[config.mk]
export PLATFORM = sky130hd
export DESIGN_NAME = uut_test_sequencer
export DESIGN_NICKNAME = d
export VERILOG_FILES = /design/src/rtl/uut_test_pkg.sv /design/src/rtl/uut_result_serializer.sv /design/src/rtl/uut_test_sequencer.sv
export SDC_FILE = /design/constraint.sdc
export NUM_CORES = 1
export LEC_CHECK = 0
export ABC_AREA = 1
export ABC_CLOCK_PERIOD_IN_PS = 1690
export BUFFER_PORTS_ARGS = -buffer_cell sky130_fd_sc_hd__buf_2
export CAP_MARGIN = 25
export CORE_UTILIZATION = 47
export CTS_BUF_LIST = sky130_fd_sc_hd__clkbuf_8
export DETAILED_ROUTE_END_ITERATION = 6
export GPL_ROUTABILITY_DRIVEN = 0
export GPL_TIMING_DRIVEN = 0
export PLACE_DENSITY = 0.72
export SLEW_MARGIN = 15
export SYNTH_ARGS = -nofsm -noshare
export SYNTH_HDL_FRONTEND = slang
export SYNTH_SLANG_ARGS = --single-unit
[constraint.sdc]
create_clock -name clk -period 1.69 [get_ports clk]
set_input_delay 0.0845 -clock clk [delete_from_list [all_inputs] [get_ports clk]]
set_output_delay 0.0845 -clock clk [all_outputs]
set_load 0.01 [all_outputs]
[src/rtl/uut_test_pkg.sv]
// Shared types and constants for the UUT test sequencer.
package uut_test_pkg;

    typedef enum logic [2:0] {
        ST_IDLE,
        ST_LOAD,
        ST_RST_UUT,
        ST_RUN,
        ST_CAPTURE,
        ST_EMIT
    } state_e;

    localparam logic [7:0] STATUS_OK      = 8'h00;
    localparam logic [7:0] STATUS_TIMEOUT = 8'h01;

endpackage

[src/rtl/uut_result_serializer.sv]
// Parallel-load result record, shifted out MSB-first one byte per handshake.
module uut_result_serializer #(
    parameter int unsigned REC_BYTES = 9
) (
    input  logic                   clk,
    input  logic                   rst,
    input  logic                   load_i,
    input  logic [REC_BYTES*8-1:0] rec_i,
    input  logic                   out_ready_i,
    output logic                   out_valid_o,
    output logic [7:0]             out_byte_o,
    output logic                   done_o
);

    localparam int unsigned RW = REC_BYTES * 8;
    localparam int unsigned CW = $clog2(REC_BYTES + 1);

    logic [RW-1:0] shreg_q, shreg_d;
    logic [CW-1:0] rem_q, rem_d;
    logic          valid_q, valid_d;
    logic          xfer;

    assign xfer        = valid_q && out_ready_i;
    assign done_o      = xfer && (rem_q == CW'(1));
    assign out_valid_o = valid_q;
    assign out_byte_o  = shreg_q[RW-1 -: 8];

    // Next-state: load a fresh record or shift one byte out per transfer
    always_comb begin
        shreg_d = shreg_q;
        rem_d   = rem_q;
        valid_d = valid_q;
        if (load_i) begin
            shreg_d = rec_i;
            rem_d   = CW'(REC_BYTES);
            valid_d = 1'b1;
        end else if (xfer) begin
            shreg_d = shreg_q << 8;
            rem_d   = rem_q - 1'b1;
            if (rem_q == CW'(1)) begin
                valid_d = 1'b0;
            end
        end
    end

    // Serializer registers with synchronous reset
    always_ff @(posedge clk) begin
        if (rst) begin
            shreg_q <= '0;
            rem_q   <= '0;
            valid_q <= 1'b0;
        end else begin
            shreg_q <= shreg_d;
            rem_q   <= rem_d;
            valid_q <= valid_d;
        end
    end

endmodule

[src/rtl/uut_test_sequencer.sv]
// Test sequencer: loads UUT input vectors from a byte stream, pulses the UUT
// reset, times the run (with timeout) and emits a status/count/result record.
module uut_test_sequencer
    import uut_test_pkg::*;
#(
    parameter int unsigned NUM_INPUTS  = 3,
    parameter int unsigned INPUT_SIZE  = 32,
    parameter int unsigned OUTPUT_SIZE = 32,
    parameter int unsigned CNT_WIDTH   = 32,
    parameter int unsigned RST_CYCLES  = 4,
    parameter int unsigned TIMEOUT     = 2**20
) (
    input  logic                             clk,
    input  logic                             rst,
    input  logic                             start,
    input  logic                             in_valid,
    output logic                             in_ready,
    input  logic [7:0]                       in_byte,
    output logic                             rst_uut,
    input  logic                             end_uut,
    output logic [NUM_INPUTS*INPUT_SIZE-1:0] input_to_UUT,
    input  logic [OUTPUT_SIZE-1:0]           output_from_UUT,
    output logic                             out_valid,
    input  logic                             out_ready,
    output logic [7:0]                       out_byte,
    output logic                             busy,
    output logic                             timeout_err,
    output logic [CNT_WIDTH-1:0]             cycle_count
);

    localparam int unsigned IN_W      = NUM_INPUTS * INPUT_SIZE;
    localparam int unsigned NB        = IN_W / 8;
    localparam int unsigned BC_W      = (NB > 1) ? $clog2(NB) : 1;
    localparam int unsigned REC_BYTES = 1 + CNT_WIDTH / 8 + OUTPUT_SIZE / 8;

    if (NUM_INPUTS < 1 || NUM_INPUTS > 8) begin : g_bad_num_inputs
        $error("NUM_INPUTS must be in 1..8");
    end
    if (INPUT_SIZE == 0 || (INPUT_SIZE % 8) != 0) begin : g_bad_input_size
        $error("INPUT_SIZE must be a non-zero multiple of 8");
    end
    if (OUTPUT_SIZE == 0 || (OUTPUT_SIZE % 8) != 0) begin : g_bad_output_size
        $error("OUTPUT_SIZE must be a non-zero multiple of 8");
    end
    if (CNT_WIDTH == 0 || (CNT_WIDTH % 8) != 0) begin : g_bad_cnt_width
        $error("CNT_WIDTH must be a non-zero multiple of 8");
    end
    if (RST_CYCLES < 1) begin : g_bad_rst_cycles
        $error("RST_CYCLES must be at least 1");
    end
    if (CNT_WIDTH < 64 && 64'(TIMEOUT) >= (64'd1 << CNT_WIDTH)) begin : g_bad_timeout
        $error("TIMEOUT must be below 2**CNT_WIDTH");
    end
    if (CNT_WIDTH < 64 && 64'(RST_CYCLES) > (64'd1 << CNT_WIDTH)) begin : g_bad_rst_fit
        $error("RST_CYCLES does not fit the cycle counter");
    end

    state_e                state_q, state_d;
    logic [BC_W-1:0]       byte_cnt_q, byte_cnt_d;
    logic [CNT_WIDTH-1:0]  cnt_q, cnt_d;
    logic [IN_W-1:0]       in_q, in_d;
    logic [CNT_WIDTH-1:0]  ccount_q, ccount_d;
    logic                  terr_q, terr_d;

    logic                  in_xfer;
    logic                  last_byte;
    logic                  rst_done;
    logic                  at_timeout;
    logic                  ser_load;
    logic [REC_BYTES*8-1:0] rec_word;
    logic                  ser_valid;
    logic                  ser_done;

    assign in_xfer    = (state_q == ST_LOAD) && in_valid;
    assign last_byte  = (byte_cnt_q == BC_W'(NB - 1));
    assign rst_done   = (cnt_q == CNT_WIDTH'(RST_CYCLES - 1));
    assign at_timeout = (cnt_q == CNT_WIDTH'(TIMEOUT));

    assign input_to_UUT = in_q;
    assign cycle_count  = ccount_q;
    assign timeout_err  = terr_q;

    // State register
    always_ff @(posedge clk) begin
        if (rst) begin
            state_q <= ST_IDLE;
        end else begin
            state_q <= state_d;
        end
    end

    // Next-state decode
    always_comb begin
        state_d = state_q;
        case (state_q)
            ST_IDLE:    if (start) state_d = ST_LOAD;
            ST_LOAD:    if (in_xfer && last_byte) state_d = ST_RST_UUT;
            ST_RST_UUT: if (rst_done) state_d = ST_RUN;
            ST_RUN:     if (end_uut || at_timeout) state_d = ST_CAPTURE;
            ST_CAPTURE: state_d = ST_EMIT;
            ST_EMIT:    if (ser_done) state_d = ST_IDLE;
            default:    state_d = ST_IDLE;
        endcase
    end

    // Output decode; status outputs are forced inactive while rst is held
    always_comb begin
        in_ready  = (state_q == ST_LOAD) && !rst;
        busy      = (state_q != ST_IDLE) && !rst;
        rst_uut   = rst || !((state_q == ST_LOAD) || (state_q == ST_RUN));
        out_valid = ser_valid && !rst;
        ser_load  = (state_q == ST_CAPTURE);
        rec_word  = {(terr_q ? STATUS_TIMEOUT : STATUS_OK), ccount_q, output_from_UUT};
    end

    // Datapath next-state: byte shifter, shared reset/run counter, result capture
    always_comb begin
        byte_cnt_d = byte_cnt_q;
        cnt_d      = cnt_q;
        in_d       = in_q;
        ccount_d   = ccount_q;
        terr_d     = terr_q;
        case (state_q)
            ST_IDLE: begin
                if (start) begin
                    terr_d     = 1'b0;
                    byte_cnt_d = '0;
                end
            end
            ST_LOAD: begin
                if (in_xfer) begin
                    in_d = (in_q << 8) | IN_W'(in_byte);
                    if (last_byte) begin
                        byte_cnt_d = '0;
                        cnt_d      = '0;
                    end else begin
                        byte_cnt_d = byte_cnt_q + 1'b1;
                    end
                end
            end
            ST_RST_UUT: begin
                cnt_d = rst_done ? '0 : cnt_q + 1'b1;
            end
            ST_RUN: begin
                // end_uut takes priority so a completion on the timeout cycle is a pass
                if (end_uut) begin
                    ccount_d = cnt_q;
                end else if (at_timeout) begin
                    terr_d   = 1'b1;
                    ccount_d = CNT_WIDTH'(TIMEOUT);
                end else begin
                    cnt_d = cnt_q + 1'b1;
                end
            end
            default: ;
        endcase
    end

    // Datapath registers with synchronous reset
    always_ff @(posedge clk) begin
        if (rst) begin
            byte_cnt_q <= '0;
            cnt_q      <= '0;
            in_q       <= '0;
            ccount_q   <= '0;
            terr_q     <= 1'b0;
        end else begin
            byte_cnt_q <= byte_cnt_d;
            cnt_q      <= cnt_d;
            in_q       <= in_d;
            ccount_q   <= ccount_d;
            terr_q     <= terr_d;
        end
    end

    uut_result_serializer #(
        .REC_BYTES (REC_BYTES)
    ) u_ser (
        .clk         (clk),
        .rst         (rst),
        .load_i      (ser_load),
        .rec_i       (rec_word),
        .out_ready_i (out_ready),
        .out_valid_o (ser_valid),
        .out_byte_o  (out_byte),
        .done_o      (ser_done)
    );

endmodule

==> flow_metrics.tcl, run 1 <==
set metrics [dict create \
    status "finished, violations left" \
    relSlewSlack_pct 47.5 \
    clk_pin_slew_ns 0.06 \
    yosysUniqueCellTypes 41 \
    core_area_um2 21300 \
    grt_overflow 0 \
    use_met2_pct 45.7 \
    wirelength_mm 32.6 \
    routed_via_density 5.29 \
    worst_pin_slew_ns 0.787 \
    start_util_pct 48.6 \
    period_minus_slack_ns 1.76 \
    wire_per_inst_um 16.0 \
    yosysSeqAreaShare_pct 47.4 \
    hold_end "u_ser.rem_q[2]" \
    drt_pass1_iterations 5 \
    ys_ff_latch 245 \
    cp_max_fo 8 \
    r2r_slack_ns -0.07 \
    r2r-start "cnt_q[0]" \
    power.density_nw_per_um2 1320 \
    timing.final.hold_violations 0 \
    nFillCells 1841 \
    cts-root-buf "clkbuf_8" \
    fin_ws_ns -0.0689 \
    fmax_mhz 569 \
    cts_buffers 41 \
    synthesis.nets 1481 \
    finalPower_mw 18.3 \
    multi_input_area_um2 5150 \
    die_x_um 150 \
    arrival_ns 2.20 \
    yosysWarnings 0 \
    drive_gt1_share_pct 29.0 \
    vias 10800 \
    clock_latency_ns 0.56 \
    ys_async_sr_fraction_pct 0 \
    grtUsageTotal_pct 28.2 \
    syn_area_um2 10400 \
    grt_pass1_vias 10100 \
    critical_path_class "reg -> reg" \
    setup_violations 9 \
    reg2reg_to "cnt_q[15]" \
    drtIter0Drc 681 \
    holdCritPathClass "in -> reg" \
    synth_enable_flop_cells 0 \
    h-tree-depth 2 \
    seqCellArea_um2 4960 \
    min_from "out_ready" \
    finClkSkew_ns 0.0222 \
    rows 53 \
    holdPathStages 6 \
    cts_tree "done" \
    port_buffers 185 \
    numClockSinks 245 \
    clock_path_buffers 3 \
    grt_pass1_wl_mm 50.3 \
    hpwlAfterDp_mm 22.1 \
    grt_util_met3_pct 7.82 \
    antenna_found_initial 0 \
    met1_usage_pct 35.3 \
    drtAntennaViolNets 0 \
    critPathCaptureType "flip-flop" \
    violations "negative setup slack" \
    rr_worst_depth 12 \
    vdd_ir_drop_max_uv 930 \
    synth.avg_cell_area_um2 7.24 \
    rsz0062_at_grt "yes" \
    ios 187 \
    grt-busiest-layer "met2" \
    fin_crit_sh_pct 104 \
    synth_flop_cell "dfxtp_1" \
    synth_cells 1430 \
    cp-start-kind "flip-flop" \
    grt_max_degree 12 \
    final_nets 1792 \
    leakage_nw 5.71 \
    drv_cap 0 \
    required_ns 2.13 \
    drcViolationCount 0 \
    fin_util_pct 65.0 \
    syn_to_final_growth_pct 33.7 \
    die_y_um 150 \
    die_area_um2 22600 \
    slew_viol_final 0 \
]
-- repair_timing --
action / CTS / global route
endpoints found under the setup margin: 138 / 220
buffers inserted: 18 / 19
hold buffers: 42 / 0
resized for setup: 57 / 188
gates cloned: 2 / 4
endpoints found under the hold margin: 43 / 0
pin swaps: 16 / 44
-- metal layers --
| layer | vias to the layer above | share of wire (%) |
|---|---|---|
| met1 | 4962 | 41 |
| met4 | 0 | 3.1 |
| li1 | 5299 | - |
| met5 | - | 0 |
| met3 | 95 | 9.7 |
| met2 | 434 | 46 |
-- Yosys cell counts, types with 2 or more instances --
cell type	count	share of area [%]
a21oi_1	74	3.6
a31oi_1	57	3.4
and3_1	2	0.12
buf_1	4	0.14
buf_2	24	1.2
buf_4	10	0.73
buf_6	3	0.33
clkbuf_1	56	2.0
dfxtp_1	245	47
ha_1	5	0.60
inv_1	52	1.9
inv_2	5	0.18
inv_4	2	0.12
nand2_1	307	11
nand2_2	11	0.66
nand2_4	5	0.54
nand3_1	114	5.5
nand3_2	3	0.29
nand4_1	15	0.91
nor2_1	273	9.9
nor2_2	15	0.91
nor2_4	3	0.33
nor3_1	11	0.53
o21ai_0	96	4.6
o21ai_1	11	0.53
o21ai_2	2	0.17
o21bai_1	3	0.22
or2_2	4	0.24
xnor2_1	2	0.17
xor2_1	5	0.42
-- metrics by stage --
step	setup slack [ns]	setup TNS [ns]	std cells	hold WS (ns)	cell area, um^2
6_report	-0.0689	-0.273	2041	0.0417	13800
5_1_grt	-0.155	-3.07	2040	0.0648	13800
2_1_floorplan	0.0935	0	1430	0.233	10400
3_3_place_gp	-0.288	-20.01	1890	0.330	11600
4_1_cts	0.000209	0	2018	0.0353	13200
3_5_place_dp	-0.315	-22.42	1890	0.335	11600
-- cells by family (layout without fill, tap and decap cells) --
| kind of cell | Yosys count | after routing | synth area share, % |
|---|---|---|---|
| xor+xnor | 7 | 7 | 0.592 |
| flops | 245 | 245 | 47.4 |
| compound gates | 248 | 248 | 13.0 |
| simple gates | 768 | 768 | 31.7 |
| fa+ha+maj | 5 | 5 | 0.604 |
| other cells | 0 | 1 | 0 |
| buf+inv | 157 | 492 | 6.72 |
-- layout make-up --
class / count / area share (%)
timing repair buffer: 269 / 12.6
clock inverter: 12 / 0.452
clock buffer: 55 / 5.47
inverter: 59 / 1.78
sequential: 245 / 35.9
tap: 275 / 2.49
buffer: 97 / 4.13
antenna: 1 / 0.0181
multi-input combinational: 1028 / 37.2
-- worst max-delay path, stage by stage (launching register included) --
cell and delay (ns):
dfxtp_4 0.37, inv_4 0.08, ha_4 0.12, nand3_2 0.06, nor2_1 0.09, nand2_1 0.11, nor2_4 0.18, nand2_4 0.13
nand2_8 0.15, buf_8 0.15, o21ai_1 0.09, nand2_2 0.09, nor2_2 0.03
-- where the power goes --
part | internal (mW) | total, mW | switching, mW
clock network | 2.89 | 5.30 | 2.41
registers | 6.57 | 7.19 | 0.621
logic | 2.33 | 5.80 | 3.47
total | 11.8 | 18.3 | 6.50
-- layout by cell type (no fill, tap or decap), types with 12 or more instances in the layout --
cell type / n
nand2_2: 31
o21ai_1: 13
a21oi_2: 12
a21oi_1: 62
nand2_1: 280
buf_6: 14
dlygate4sd3_1: 42
dfxtp_1: 215
nor2_1: 250
nand4_1: 15
clkbuf_8: 55
clkbuf_2: 22
dfxtp_2: 22
buf_4: 48
buf_2: 192
nor2_2: 28
a31oi_1: 57
nand3_1: 109
clkbuf_1: 33
inv_1: 54
o21ai_0: 91
nor2_4: 13
-- registers in the layout, indices dropped and copies added (netlist names) --
register,count
input_to_UUT,96
u_ser.rem_q,4
state_q,3
cnt_q,32
timeout_err,1
byte_cnt_q,4
u_ser.out_valid_o,1
cycle_count,32
u_ser.shreg_q,72
-- how the worst max path moves through the flow --
stage                   from          endpoint  slack [ns]  depth (start not counted)
3_3_place_gp             rst  input_to_UUT[92]       -0.29                          6
6_report            cnt_q[0]         cnt_q[15]       -0.07                         12
3_5_place_dp             rst  input_to_UUT[92]       -0.31                          6
5_1_grt             cnt_q[0]         cnt_q[15]       -0.15                         12
4_1_cts        byte_cnt_q[1]         cnt_q[20]      0.0002                          9
2_1_floorplan       cnt_q[0]          cnt_q[8]        0.09                         11
Power figures use the tool's default switching activity.
==> run 2, diff against run 1 <==
Settings changed: CORE_UTILIZATION 47 to 52, PLACE_DENSITY 0.72 to 0.78.
==> flow_metrics.tcl, run 2 (synthesis gave the netlist of run 1 again) <==
set metrics [dict create \
    critPathCaptureType "flip-flop" \
    holdCritPathClass "in -> reg" \
    grt_pass1_wl_mm 49.0 \
    grt_max_degree 11 \
    cp_max_fo 8 \
    relSlewSlack_pct 46.4 \
    drv_cap 0 \
    wirelength_mm 31.8 \
    worst_pin_slew_ns 0.804 \
    timing.final.hold_violations 0 \
    core_area_um2 19500 \
    start_util_pct 53.2 \
    status "finished, violations left" \
    setup.worst_path.start "cnt_q[0]" \
    setup_violations 17 \
    die_area_um2 20500 \
    ios 187 \
    routed_via_density 5.38 \
    clock_latency_ns 0.56 \
    fin_crit_sh_pct 105 \
    vias 10900 \
    cp-start-kind "flip-flop" \
    diodes 0 \
    grtUsageTotal_pct 30.1 \
    clk_pin_slew_ns 0.06 \
    drive_gt1_share_pct 25.7 \
    h-tree-depth 2 \
    rsz0062_at_grt "yes" \
    hpwlAfterDp_mm 21.9 \
    die_y_um 143 \
    antenna_found_initial 0 \
    required_ns 2.14 \
    drtAntennaViolNets 0 \
    drcViolationCount 0 \
    drt_pass1_iterations 5 \
    finClkSkew_ns 0.0259 \
    reg2reg_to "cnt_q[17]" \
    cp-endpoint "cnt_q[17]" \
    wire_per_inst_um 15.8 \
    layout_commonest_cell "nand2_1" \
    r2r-start "cnt_q[0]" \
    nFillCells 1580 \
    layout_common_cells "295 x nand2_1, 261 x nor2_1, 222 x dfxtp_1, 193 x buf_2, 112 x nand3_1" \
    dp_cells 1880 \
    grt_pass1_vias 9942 \
    die_x_um 143 \
    fmax_mhz 563 \
    cts-root-buf "clkbuf_8" \
    fin_ws_ns -0.0861 \
    min_from "start" \
    violations "negative setup slack" \
    cts_buffers 41 \
    pre_cts_slack_ns -0.246 \
    period_minus_slack_ns 1.78 \
    final_nets 1777 \
    syn_to_final_growth_pct 31.2 \
    rows 51 \
    grt_overflow 0 \
    arrival_ns 2.22 \
    cts_tree "done" \
    r2r_slack_ns -0.09 \
    critical_path_class "reg -> reg" \
    drtIter0Drc 832 \
    wl_met1_mm 13.1 \
    power.density_nw_per_um2 1340 \
    stdcell_count 2018 \
    port_buffers 185 \
    vdd_ir_drop_max_uv 956 \
    dr_wl_met2_mm 14.8 \
    top_layer_used "met4" \
    clock_path_buffers 3 \
    wl_met3_mm 2.96 \
    rr_worst_depth 12 \
    leakage_nw 5.68 \
    largest_reg_flops 96 \
    numClockSinks 245 \
    slew_viol_final 0 \
]
-- run 2: changes by cell type in the layout (fill, tap and decap cells not counted), moves of 4 or more --
cell      delta
buf_6       -11
nor2_2       -8
nand2_1     +15
dfxtp_1      +7
nand2_2     -16
a21oi_2      -5
a21oi_1      +5
inv_1        +9
o21ai_1      +4
clkbuf_8     -4
nor2_1      +11
dfxtp_4      -6
-- run 2: worst min path at each step --
stage	to	cells after the start	slack, ns
floorplan	input_to_UUT[7]	2	0.23
global placement	input_to_UUT[7]	3	0.33
detailed placement	input_to_UUT[7]	3	0.33
CTS	byte_cnt_q[1]	5	0.05
global route	byte_cnt_q[1]	5	0.03
finish	byte_cnt_q[1]	5	0.04
-- run 2: per-layer routing --
metal  vias to the layer above  track usage (%)
met3                        94             7.95
met1                      5020             37.5
met5                         -                0
met4                         0             11.3
met2                       462             49.7
li1                       5276                -
-- run 2: metrics by stage --
step | area, um^2 | power [mW] | TNS [ns] | utilization, % | hold slack (ns)
final | 13600 | 18.1 | -0.778 | 69.8 | 0.0374
after detailed placement | 11600 | 11.8 | -18.72 | 59.7 | 0.333
after floorplan | 10400 | 10.2 | 0 | - | 0.233
after global routing | 13600 | 19.1 | -3.86 | 69.8 | 0.0274
after CTS | 13000 | 17.4 | -1.17 | 66.9 | 0.0475
after global placement | 11600 | 11.7 | -15.66 | 59.7 | 0.325
-- run 2: cell type report --
| type | count | area, um^2 | share of cell area, % |
|---|---|---|---|
| Sequential cell | 245 | 4940 | 36.4 |
| Clock inverter | 19 | 130 | 0.958 |
| Multi-Input combinational cell | 1028 | 5020 | 37.0 |
| Inverter | 59 | 244 | 1.80 |
| Tap cell | 265 | 332 | 2.44 |
| Buffer | 97 | 573 | 4.22 |
| Timing Repair Buffer | 254 | 1640 | 12.1 |
| Clock buffer | 51 | 702 | 5.17 |
-- run 2: critical path: stages (launching register included) --
cell	delay (ns)
dfxtp_4	0.38
buf_12	0.12
ha_4	0.15
nand2_2	0.06
nor2_2	0.11
nand2_1	0.08
o21ai_2	0.18
nand3_2	0.13
nand2_4	0.14
inv_8	0.07
clkbuf_16	0.16
nand2_2	0.06
nor2_2	0.03
-- run 2: what timing repair did --
| item | CTS | global route |
|---|---|---|
| setup buffers | 8 | 16 |
| setup endpoints to repair | 131 | 214 |
| endpoints found under the hold margin | 42 | 0 |
| hold buffers | 41 | 0 |
| resized for setup | 40 | 147 |
| pin swaps | 7 | 26 |
| gates cloned | 0 | 4 |
-- run 2: report_power, final --
part           switching (mW)  internal [mW]
logic                    3.34           2.20
registers               0.636           6.57
clock network            2.38           3.01
total                    6.36           11.8
